[config.mk]
export PLATFORM = sky130hd
export DESIGN_NAME = cpu_run_ctrl
export DESIGN_NICKNAME = d
export VERILOG_FILES = /design/src/rtl/cpu_run_ctrl.sv
export SDC_FILE = /design/constraint.sdc
export NUM_CORES = 1
export LEC_CHECK = 0
export BUFFER_PORTS_ARGS = -buffer_cell sky130_fd_sc_hd__buf_2
export CAP_MARGIN = 40
export CELL_PAD_IN_SITES_DETAIL_PLACEMENT = 2
export CELL_PAD_IN_SITES_GLOBAL_PLACEMENT = 2
export CORE_UTILIZATION = 39
export CTS_BUF_LIST = sky130_fd_sc_hd__clkbuf_4 sky130_fd_sc_hd__clkbuf_8
export DETAILED_ROUTE_END_ITERATION = 16
export GPL_TIMING_DRIVEN = 0
export PLACE_DENSITY_LB_ADDON = 0.1
export SLEW_MARGIN = 20
export SYNTH_ARGS = -nofsm -noshare
export SYNTH_HDL_FRONTEND = slang
export SYNTH_SLANG_ARGS = --single-unit
[constraint.sdc]
create_clock -name clk -period 4.3 [get_ports clk]
set_input_delay 0.86 -clock clk [delete_from_list [all_inputs] [get_ports clk]]
set_output_delay 0.86 -clock clk [all_outputs]
set_load 0.005 [all_outputs]
[src/rtl/cpu_run_ctrl.sv]
// Run/stop/step sequencer between the monitor command decoder and cpu_status.
// Issues registered cpu_start/quit_cmd pulses, waits for DDR calibration and counts retired instructions.
module cpu_run_ctrl #(
  parameter int STEP_W    = 16,
  parameter int CAL_TMO   = 65535,
  parameter int DRAIN_CYC = 4
) (
  input  logic              clk,
  input  logic              rst,
  input  logic              cmd_start,
  input  logic              cmd_step,
  input  logic              cmd_stop,
  input  logic [STEP_W-1:0] step_count,
  input  logic              init_calib_complete,
  input  logic              stall,
  input  logic              wb_retire,
  output logic              cpu_start,
  output logic              quit_cmd,
  output logic              run_busy,
  output logic              step_done,
  output logic              cmd_err,
  output logic [31:0]       ret_cnt
);

  localparam int CAL_W   = (CAL_TMO > 1) ? $clog2(CAL_TMO) : 1;
  localparam int DRAIN_W = (DRAIN_CYC > 1) ? $clog2(DRAIN_CYC) : 1;

  typedef enum logic [2:0] {
    IDLE,
    WAIT_CAL,
    RUN,
    STEP,
    STOPPING
  } state_t;

  state_t              state_reg, state_next;
  logic                mode_step_reg, mode_step_next;
  logic [STEP_W-1:0]   step_cnt_reg, step_cnt_next;
  logic [CAL_W-1:0]    cal_cnt_reg, cal_cnt_next;
  logic [DRAIN_W-1:0]  drain_cnt_reg, drain_cnt_next;
  logic [31:0]         ret_cnt_reg, ret_cnt_next;
  logic                cpu_start_reg, cpu_start_next;
  logic                quit_cmd_reg, quit_cmd_next;
  logic                run_busy_reg, run_busy_next;
  logic                step_done_reg, step_done_next;
  logic                cmd_err_reg, cmd_err_next;

  logic retire;
  logic start_win;
  logic step_win;
  logic any_cmd;

  assign retire    = wb_retire & ~stall;
  assign start_win = cmd_start & ~cmd_stop;
  assign step_win  = cmd_step & ~cmd_stop & ~cmd_start;
  assign any_cmd   = cmd_start | cmd_step | cmd_stop;

  always_comb begin
    state_next     = state_reg;
    mode_step_next = mode_step_reg;
    step_cnt_next  = step_cnt_reg;
    cal_cnt_next   = cal_cnt_reg;
    drain_cnt_next = drain_cnt_reg;
    ret_cnt_next   = ret_cnt_reg;
    cpu_start_next = 1'b0;
    quit_cmd_next  = 1'b0;
    step_done_next = 1'b0;
    cmd_err_next   = 1'b0;

    // Retires count even on the cycle a stop ends the sequence.
    if ((state_reg == RUN || state_reg == STEP) && retire) begin
      ret_cnt_next = ret_cnt_reg + 32'd1;
    end

    case (state_reg)
      IDLE: begin
        if (start_win) begin
          mode_step_next = 1'b0;
          cal_cnt_next   = '0;
          if (init_calib_complete) begin
            cpu_start_next = 1'b1;
            ret_cnt_next   = '0;
            state_next     = RUN;
          end else begin
            state_next = WAIT_CAL;
          end
        end else if (step_win) begin
          if (step_count != '0) begin
            mode_step_next = 1'b1;
            step_cnt_next  = step_count;
            cal_cnt_next   = '0;
            if (init_calib_complete) begin
              cpu_start_next = 1'b1;
              ret_cnt_next   = '0;
              state_next     = STEP;
            end else begin
              state_next = WAIT_CAL;
            end
          end else begin
            cmd_err_next = 1'b1;
          end
        end
      end

      WAIT_CAL: begin
        if (cmd_stop) begin
          // CPU was never started, so there is nothing to quit.
          state_next = IDLE;
        end else begin
          cmd_err_next = cmd_start | cmd_step;
          if (init_calib_complete) begin
            cpu_start_next = 1'b1;
            ret_cnt_next   = '0;
            state_next     = mode_step_reg ? STEP : RUN;
          end else if (cal_cnt_reg == CAL_W'(CAL_TMO - 1)) begin
            cmd_err_next = 1'b1;
            state_next   = IDLE;
          end else begin
            cal_cnt_next = cal_cnt_reg + 1'b1;
          end
        end
      end

      RUN: begin
        if (cmd_stop) begin
          quit_cmd_next  = 1'b1;
          drain_cnt_next = '0;
          state_next     = STOPPING;
        end else if (cmd_start | cmd_step) begin
          cmd_err_next = 1'b1;
        end
      end

      STEP: begin
        if (cmd_stop) begin
          quit_cmd_next  = 1'b1;
          drain_cnt_next = '0;
          state_next     = STOPPING;
        end else begin
          cmd_err_next = cmd_start | cmd_step;
          if (retire) begin
            if (step_cnt_reg == STEP_W'(1)) begin
              quit_cmd_next  = 1'b1;
              step_done_next = 1'b1;
              drain_cnt_next = '0;
              state_next     = STOPPING;
            end else begin
              step_cnt_next = step_cnt_reg - 1'b1;
            end
          end
        end
      end

      STOPPING: begin
        // Hold off new commands until the pipeline reset has drained.
        cmd_err_next = any_cmd;
        if (drain_cnt_reg == DRAIN_W'(DRAIN_CYC - 1)) begin
          state_next = IDLE;
        end else begin
          drain_cnt_next = drain_cnt_reg + 1'b1;
        end
      end

      default: begin
        state_next = IDLE;
      end
    endcase

    run_busy_next = (state_next != IDLE);
  end

  always_ff @(posedge clk or posedge rst) begin
    if (rst) begin
      state_reg     <= IDLE;
      mode_step_reg <= 1'b0;
      step_cnt_reg  <= '0;
      cal_cnt_reg   <= '0;
      drain_cnt_reg <= '0;
      ret_cnt_reg   <= '0;
      cpu_start_reg <= 1'b0;
      quit_cmd_reg  <= 1'b0;
      run_busy_reg  <= 1'b0;
      step_done_reg <= 1'b0;
      cmd_err_reg   <= 1'b0;
    end else begin
      state_reg     <= state_next;
      mode_step_reg <= mode_step_next;
      step_cnt_reg  <= step_cnt_next;
      cal_cnt_reg   <= cal_cnt_next;
      drain_cnt_reg <= drain_cnt_next;
      ret_cnt_reg   <= ret_cnt_next;
      cpu_start_reg <= cpu_start_next;
      quit_cmd_reg  <= quit_cmd_next;
      run_busy_reg  <= run_busy_next;
      step_done_reg <= step_done_next;
      cmd_err_reg   <= cmd_err_next;
    end
  end

  assign cpu_start = cpu_start_reg;
  assign quit_cmd  = quit_cmd_reg;
  assign run_busy  = run_busy_reg;
  assign step_done = step_done_reg;
  assign cmd_err   = cmd_err_reg;
  assign ret_cnt   = ret_cnt_reg;

endmodule

==> flow_metrics.tcl, run 1 <==
set metrics [dict create \
    fin_skew_ps 6.013 \
    syn-cell-area_sq_mm 0.004262 \
    synth_area_leaders "dfrtp_1 44%, xor2_1 5.3%, nor2_1 5.0%" \
    arrival_ps 3150 \
    synthFlopType "dfrtp_1" \
    power.density_mw_per_mm2 420.0 \
    vias_per_cell 5.870 \
    setup-tns-final_ps 0 \
    clk_latency_ps 370 \
    path_clk_slew_ps 80 \
    p_leak_nw 2.214 \
    synth-edff-count 0 \
    synth_top_area_share_pct 44.04 \
    cts_buffers 9 \
    grt_max_degree 47 \
    finalSetupViolCount 0 \
    crit_top_cell "buf_2" \
    drc 0 \
    grt_pass1_vias 4366 \
    slowest_delay_ps 750 \
    final_cells 683 \
    syn_nets 500 \
    synth_top_cell_by_area "dfrtp_1" \
    routed_wl_mm 14.60 \
    cp_max_fo 10 \
    status "completed" \
    diodes 0 \
    worstPathRequired_ps 4550 \
    rows 37 \
    drive_above_1_share_pct 18.46 \
    fin_crit_sh_pct 67.36 \
    port_buffers 59 \
    seq_area_frac_synth_pct 44.04 \
    core_area_sq_mm 0.01046 \
    cts_tree "built" \
    area_delta_synth_final_pct 16.18 \
    grt_pass1_wl_mm 24.06 \
    rsz0062_at_grt "no" \
    ant_nets 0 \
    nNetsFinal 572 \
    drt_first_pass_iters 4 \
    numPlacedInstances 667 \
    syn_area_per_cell_sq_um 9.067 \
    timing_hold_violations_final 0 \
    end_kind "register" \
    die_w_microns 106.5 \
    cts_max_level 3 \
    synth_cell_types 54 \
    post-cts-setup-buffers 0 \
    ys_ff_latch 75 \
    io_pins 61 \
    cts_sinks 75 \
    cpMaxStageDelayCell "nor3b_2" \
    synthCells 470 \
    crit_chain "buf_2 > nor4_2 > nor3b_2 > o21a_1 > buf_2 > buf_2 > nor2_1" \
    hold_buffers 0 \
    grt_use_total_pct 27.65 \
    hp-class "primary input to asynchronous set/reset pin" \
    irDropWorstVdd_mv 0.2477 \
    cts_resized 0 \
    synth_most_common_cell "dfrtp_1" \
    fp.dieArea_sq_mm 0.01135 \
    clockBufferDepth 2 \
    fmax_ghz 0.3453 \
    clockRootBuffer "clkbuf_8" \
    synth-async-reset-ratio_pct 100.0 \
    n_fill_cell 1211 \
    drtIter0Drc 162 \
    place_congestion 0.8497 \
    worstMarginPinSlew_ps 872.3 \
    fin_crit_ps 2896 \
    synth_warnings 0 \
    dp_hpwl_mm 9.846 \
    max-slew-margin-rel_pct 41.72 \
    start_util_pct 40.73 \
    dieHeight_microns 106.5 \
    largest_reg_flops 32 \
    overflow 0 \
    cap_violations 0 \
    num_vias 4009 \
    start_kind "primary input" \
    avgRoutedWirePerCell_microns 21.37 \
    path_class "primary input to register" \
    synthTopCellsByCount "75 x dfrtp_1, 57 x nor2_1, 35 x nand2_1" \
    antenna_found_initial 0 \
    drv_slew 0 \
]
worst paths after layout:
kind                                              start                           end  slack [ps]  depth (start not counted)
setup / recovery                               cmd_stop         ret_cnt[15]$_DFF_PP0_        1400                          7
hold / removal                                      rst         ret_cnt[18]$_DFF_PP0_         480                          2
setup reg to reg                 state_reg[1]$_DFF_PP0_         ret_cnt[15]$_DFF_PP0_        1480                          6
hold reg to reg            step_cnt_reg[11]$_DFFE_PP0P_  step_cnt_reg[11]$_DFFE_PP0P_         520                          1
max in group asynchronous                           rst   step_cnt_reg[3]$_DFFE_PP0P_        3230                          3
min in group clk           step_cnt_reg[11]$_DFFE_PP0P_  step_cnt_reg[11]$_DFFE_PP0P_         520                          1
report_power, final:
| group | switching, W | internal [W] |
|---|---|---|
| logic | 0.000362 | 0.000223 |
| clock network | 0.000283 | 0.000246 |
| registers | 0.000140 | 0.000825 |
logic make-up after synthesis:
family,count (synthesis),share of synthesized area (%)
buffers and inverters,36,3.376
flip-flops,75,44.04
XOR/XNOR,31,6.371
adder cells (fa/ha/maj),6,1.762
AO/OA/AOI/OAI,104,15.59
AND/OR/NAND/NOR,215,28.10
multiplexers,3,0.7633
through the flow:
stage          util (%)  power (W)  area [sq um]  setup slack (ps)  hold WS, ps
3_5_place_dp      45.56   0.001552          4767              1100        499.7
4_1_cts           47.32   0.002100          4951              1463        486.1
5_1_grt           47.32   0.002204          4951              1372        496.6
3_3_place_gp      45.18   0.001513          4727             369.8        502.1
2_1_floorplan         -   0.001331          4262              1530        462.9
6_report          47.32   0.002079          4951              1404        484.3
final cells by class:
cell class | count | area (sq um) | area share (%)
Multi-Input combinational cell | 359 | 2246 | 45.36
Timing Repair Buffer | 61 | 327.8 | 6.621
Buffer | 25 | 102.6 | 2.072
Clock buffer | 12 | 158.9 | 3.209
Clock inverter | 4 | 25.02 | 0.5054
Tap cell | 136 | 170.2 | 3.437
Inverter | 11 | 43.79 | 0.8845
Sequential cell | 75 | 1877 | 37.91
layer usage:
layer  wire, microns  track usage (%)  part of all wire (%)  up-vias
met2            7557            48.70                    52       64
met5               0                0                     0        -
met4             119            6.947                  0.82        0
met1            6462            34.27                    44     2066
met3             456            5.947                   3.1       11
li1                -                -                     -     1868
placed cells by master (no fill, tap or decap), types with 3 or more instances in the layout:
cell / netlist / layout
inv_1: 11 / 10
ha_1: 6 / 6
nor3_1: 8 / 8
a21oi_1: 29 / 29
nor2_1: 57 / 57
clkbuf_1: 18 / 18
nor2b_1: 3 / 3
xnor2_1: 5 / 5
buf_2: 7 / 67
and3_1: 8 / 8
or4_1: 14 / 14
nand3_1: 21 / 21
or3_1: 9 / 9
nand4_1: 21 / 21
a31oi_1: 3 / 3
nand2_1: 35 / 35
clkbuf_8: 0 / 11
or2_2: 3 / 3
dfrtp_1: 75 / 75
o21ai_0: 26 / 26
and4_1: 5 / 5
a22oi_1: 4 / 4
o2bb2ai_1: 13 / 13
nor4_1: 9 / 9
o21a_1: 7 / 7
o31ai_1: 5 / 5
xor2_1: 26 / 26
o22ai_1: 8 / 8
worst max-delay path: cells and delay by family:
family / cells / cell delay, ps
compound gates: 1 / 180
buf+inv: 3 / 650
simple gates: 3 / 1460
Note: power is estimated with default switching activity, not from simulation.
==> run 2, diff against run 1 <==
--- a/config.mk
+++ b/config.mk
@@ -9,7 +9,7 @@
 export CAP_MARGIN = 40
 export CELL_PAD_IN_SITES_DETAIL_PLACEMENT = 2
 export CELL_PAD_IN_SITES_GLOBAL_PLACEMENT = 2
-export CORE_UTILIZATION = 39
+export CORE_UTILIZATION = 36
 export CTS_BUF_LIST = sky130_fd_sc_hd__clkbuf_4 sky130_fd_sc_hd__clkbuf_8
 export DETAILED_ROUTE_END_ITERATION = 16
 export GPL_TIMING_DRIVEN = 0
==> constraint.sdc (replaced) <==
create_clock -name clk -period 3 [get_ports clk]
set_input_delay 0.6 -clock clk [delete_from_list [all_inputs] [get_ports clk]]
set_output_delay 0.6 -clock clk [all_outputs]
set_load 0.005 [all_outputs]
==> flow_metrics.tcl, run 2 (synthesized netlist as in run 1, its figures left out) <==
set metrics [dict create \
    grt_pass1_wl_mm 22.33 \
    finalSetupViolCount 0 \
    clockRootBuffer "clkbuf_8" \
    fp.dieArea_sq_mm 0.01228 \
    grt_use_total_pct 22.80 \
    cts_resized 0 \
    power.density_mw_per_mm2 612.0 \
    cts_max_level 3 \
    cp_max_fo 10 \
    clockBufferDepth 2 \
    diodes 0 \
    irDropWorstVdd_mv 0.3006 \
    nNetsFinal 573 \
    p_clk_share_pct 27.6 \
    numPlacedInstances 674 \
    p_switching_w 0.001127 \
    status "completed" \
    worstMarginPinSlew_ps 726.5 \
    rsz0062_at_grt "no" \
    num_vias 4000 \
    path_class "register to register" \
    place_ws_ps -24.34 \
    worst_slack_ps 207.1 \
    timing_hold_violations_final 0 \
    largest_reg_flops 32 \
    die_w_microns 110.8 \
    arrival_ps 3040 \
    final_core_util_pct 43.49 \
    p_sw_share_pct 36.91 \
    p_leak_nw 2.222 \
    avgRoutedWirePerCell_microns 19.52 \
    dp_hpwl_mm 9.643 \
    cap_violations 0 \
    place_congestion 0.8218 \
    drv_slew 0 \
    fin_crit_sh_pct 93.10 \
    rows 39 \
    fin_crit_ps 2793 \
    antenna_found_initial 0 \
    hold_slack_ps 207.6 \
    pwr-share-comb_pct 27.4 \
    clk_latency_ps 370 \
    grt_max_degree 52 \
    internal-power_w 0.001926 \
    start_kind "register" \
    vias_per_cell 5.789 \
    port_buffers 59 \
    drive_above_1_share_pct 18.61 \
    hold_buffers 0 \
    path_clk_slew_ps 90 \
    cts_tree "built" \
    max-slew-margin-rel_pct 51.36 \
    area_delta_synth_final_pct 17.03 \
    core_area_sq_mm 0.01147 \
    start_util_pct 37.16 \
    hp-class "primary input to asynchronous set/reset pin" \
    r2r_slack_ps 210 \
    dieHeight_microns 110.8 \
    final_cells 691 \
    cts_sinks 75 \
    io_pins 61 \
    drtIter0Drc 121 \
    post-cts-setup-buffers 0 \
    share_seq_of_total_power_pct 45.1 \
    fin_skew_ps 12.21 \
    final_common_cell "dfrtp_1" \
    drt_first_pass_iters 4 \
    overflow 0 \
    most-common-layout-cells "75 x dfrtp_1, 67 x buf_2, 57 x nor2_1" \
    end_kind "register" \
    setup-tns-final_ps 0 \
    fmax_ghz 0.3581 \
    drc 0 \
    routed_wl_mm 13.49 \
    grt_pass1_vias 4252 \
    worstPathRequired_ps 3250 \
    ant_nets 0 \
    cts_buffers 9 \
]
## run 2: changes by cell type in the layout (fill, tap and decap cells not counted), sizes merged
| cell | before | now |
|---|---|---|
| inv | 11 | 12 |
| clkinvlp | 2 | 3 |
| bufinv | 0 | 1 |
| clkinv | 2 | 0 |
## run 2: layer usage
layer / track usage [%] / share of wire [%] / vias to the layer above
met5: 0 / 0 / -
met4: 7.911 / 1.5 / 0
met3: 2.788 / 1.9 / 13
met2: 39.88 / 50 / 43
met1: 28.96 / 47 / 2070
li1: - / - / 1874
## run 2: layout make-up
type	count	area [sq um]
plain buffers	25	102.6
clock buffers	11	145.1
clock inverters	5	61.31
fillers	1279	6480
inverters	11	43.79
multi-input cells	359	2246
flip-flops and latches	75	1877
well taps	143	178.9
repair buffers	62	332.8
## run 2: path summary, 6_finish.rpt
check | startpoint | end | cells past startpoint
min in group clk | step_cnt_reg[11]$_DFFE_PP0P_ | step_cnt_reg[11]$_DFFE_PP0P_ | 1
worst max-delay path | state_reg[1]$_DFF_PP0_ | step_cnt_reg[8]$_DFFE_PP0P_ | 5
worst min register to register | step_cnt_reg[11]$_DFFE_PP0P_ | step_cnt_reg[11]$_DFFE_PP0P_ | 1
worst min-delay path | rst | ret_cnt[11]$_DFF_PP0_ | 2
max in group asynchronous | rst | step_cnt_reg[1]$_DFFE_PP0P_ | 3
worst max register to register | state_reg[1]$_DFF_PP0_ | step_cnt_reg[8]$_DFFE_PP0P_ | 5
## run 2: critical path, cell delays in order, from the launching register on
cell       delay, ps
dfrtp_1          470
nor4_2           650
nor3b_2          720
clkbuf_1         450
o21ai_0          220
o2bb2ai_1        160
## run 2: power by group through the flow
stage / logic, W / registers (W) / clock network, W
floorplan: 0.000575 / 0.00133 / 0
global placement: 0.000796 / 0.00138 / 0
detailed placement: 0.000833 / 0.00139 / 0
CTS: 0.000842 / 0.00137 / 0.000871
global route: 0.000930 / 0.00140 / 0.000900
finish: 0.000835 / 0.00138 / 0.000841
## run 2: stage by stage
step | total power (W) | instance area [sq um]
after floorplan | 0.001908 | 4262
after global placement | 0.002180 | 4736
after detailed placement | 0.002222 | 4776
after CTS | 0.003085 | 4982
after global routing | 0.003235 | 4987
final | 0.003052 | 4987
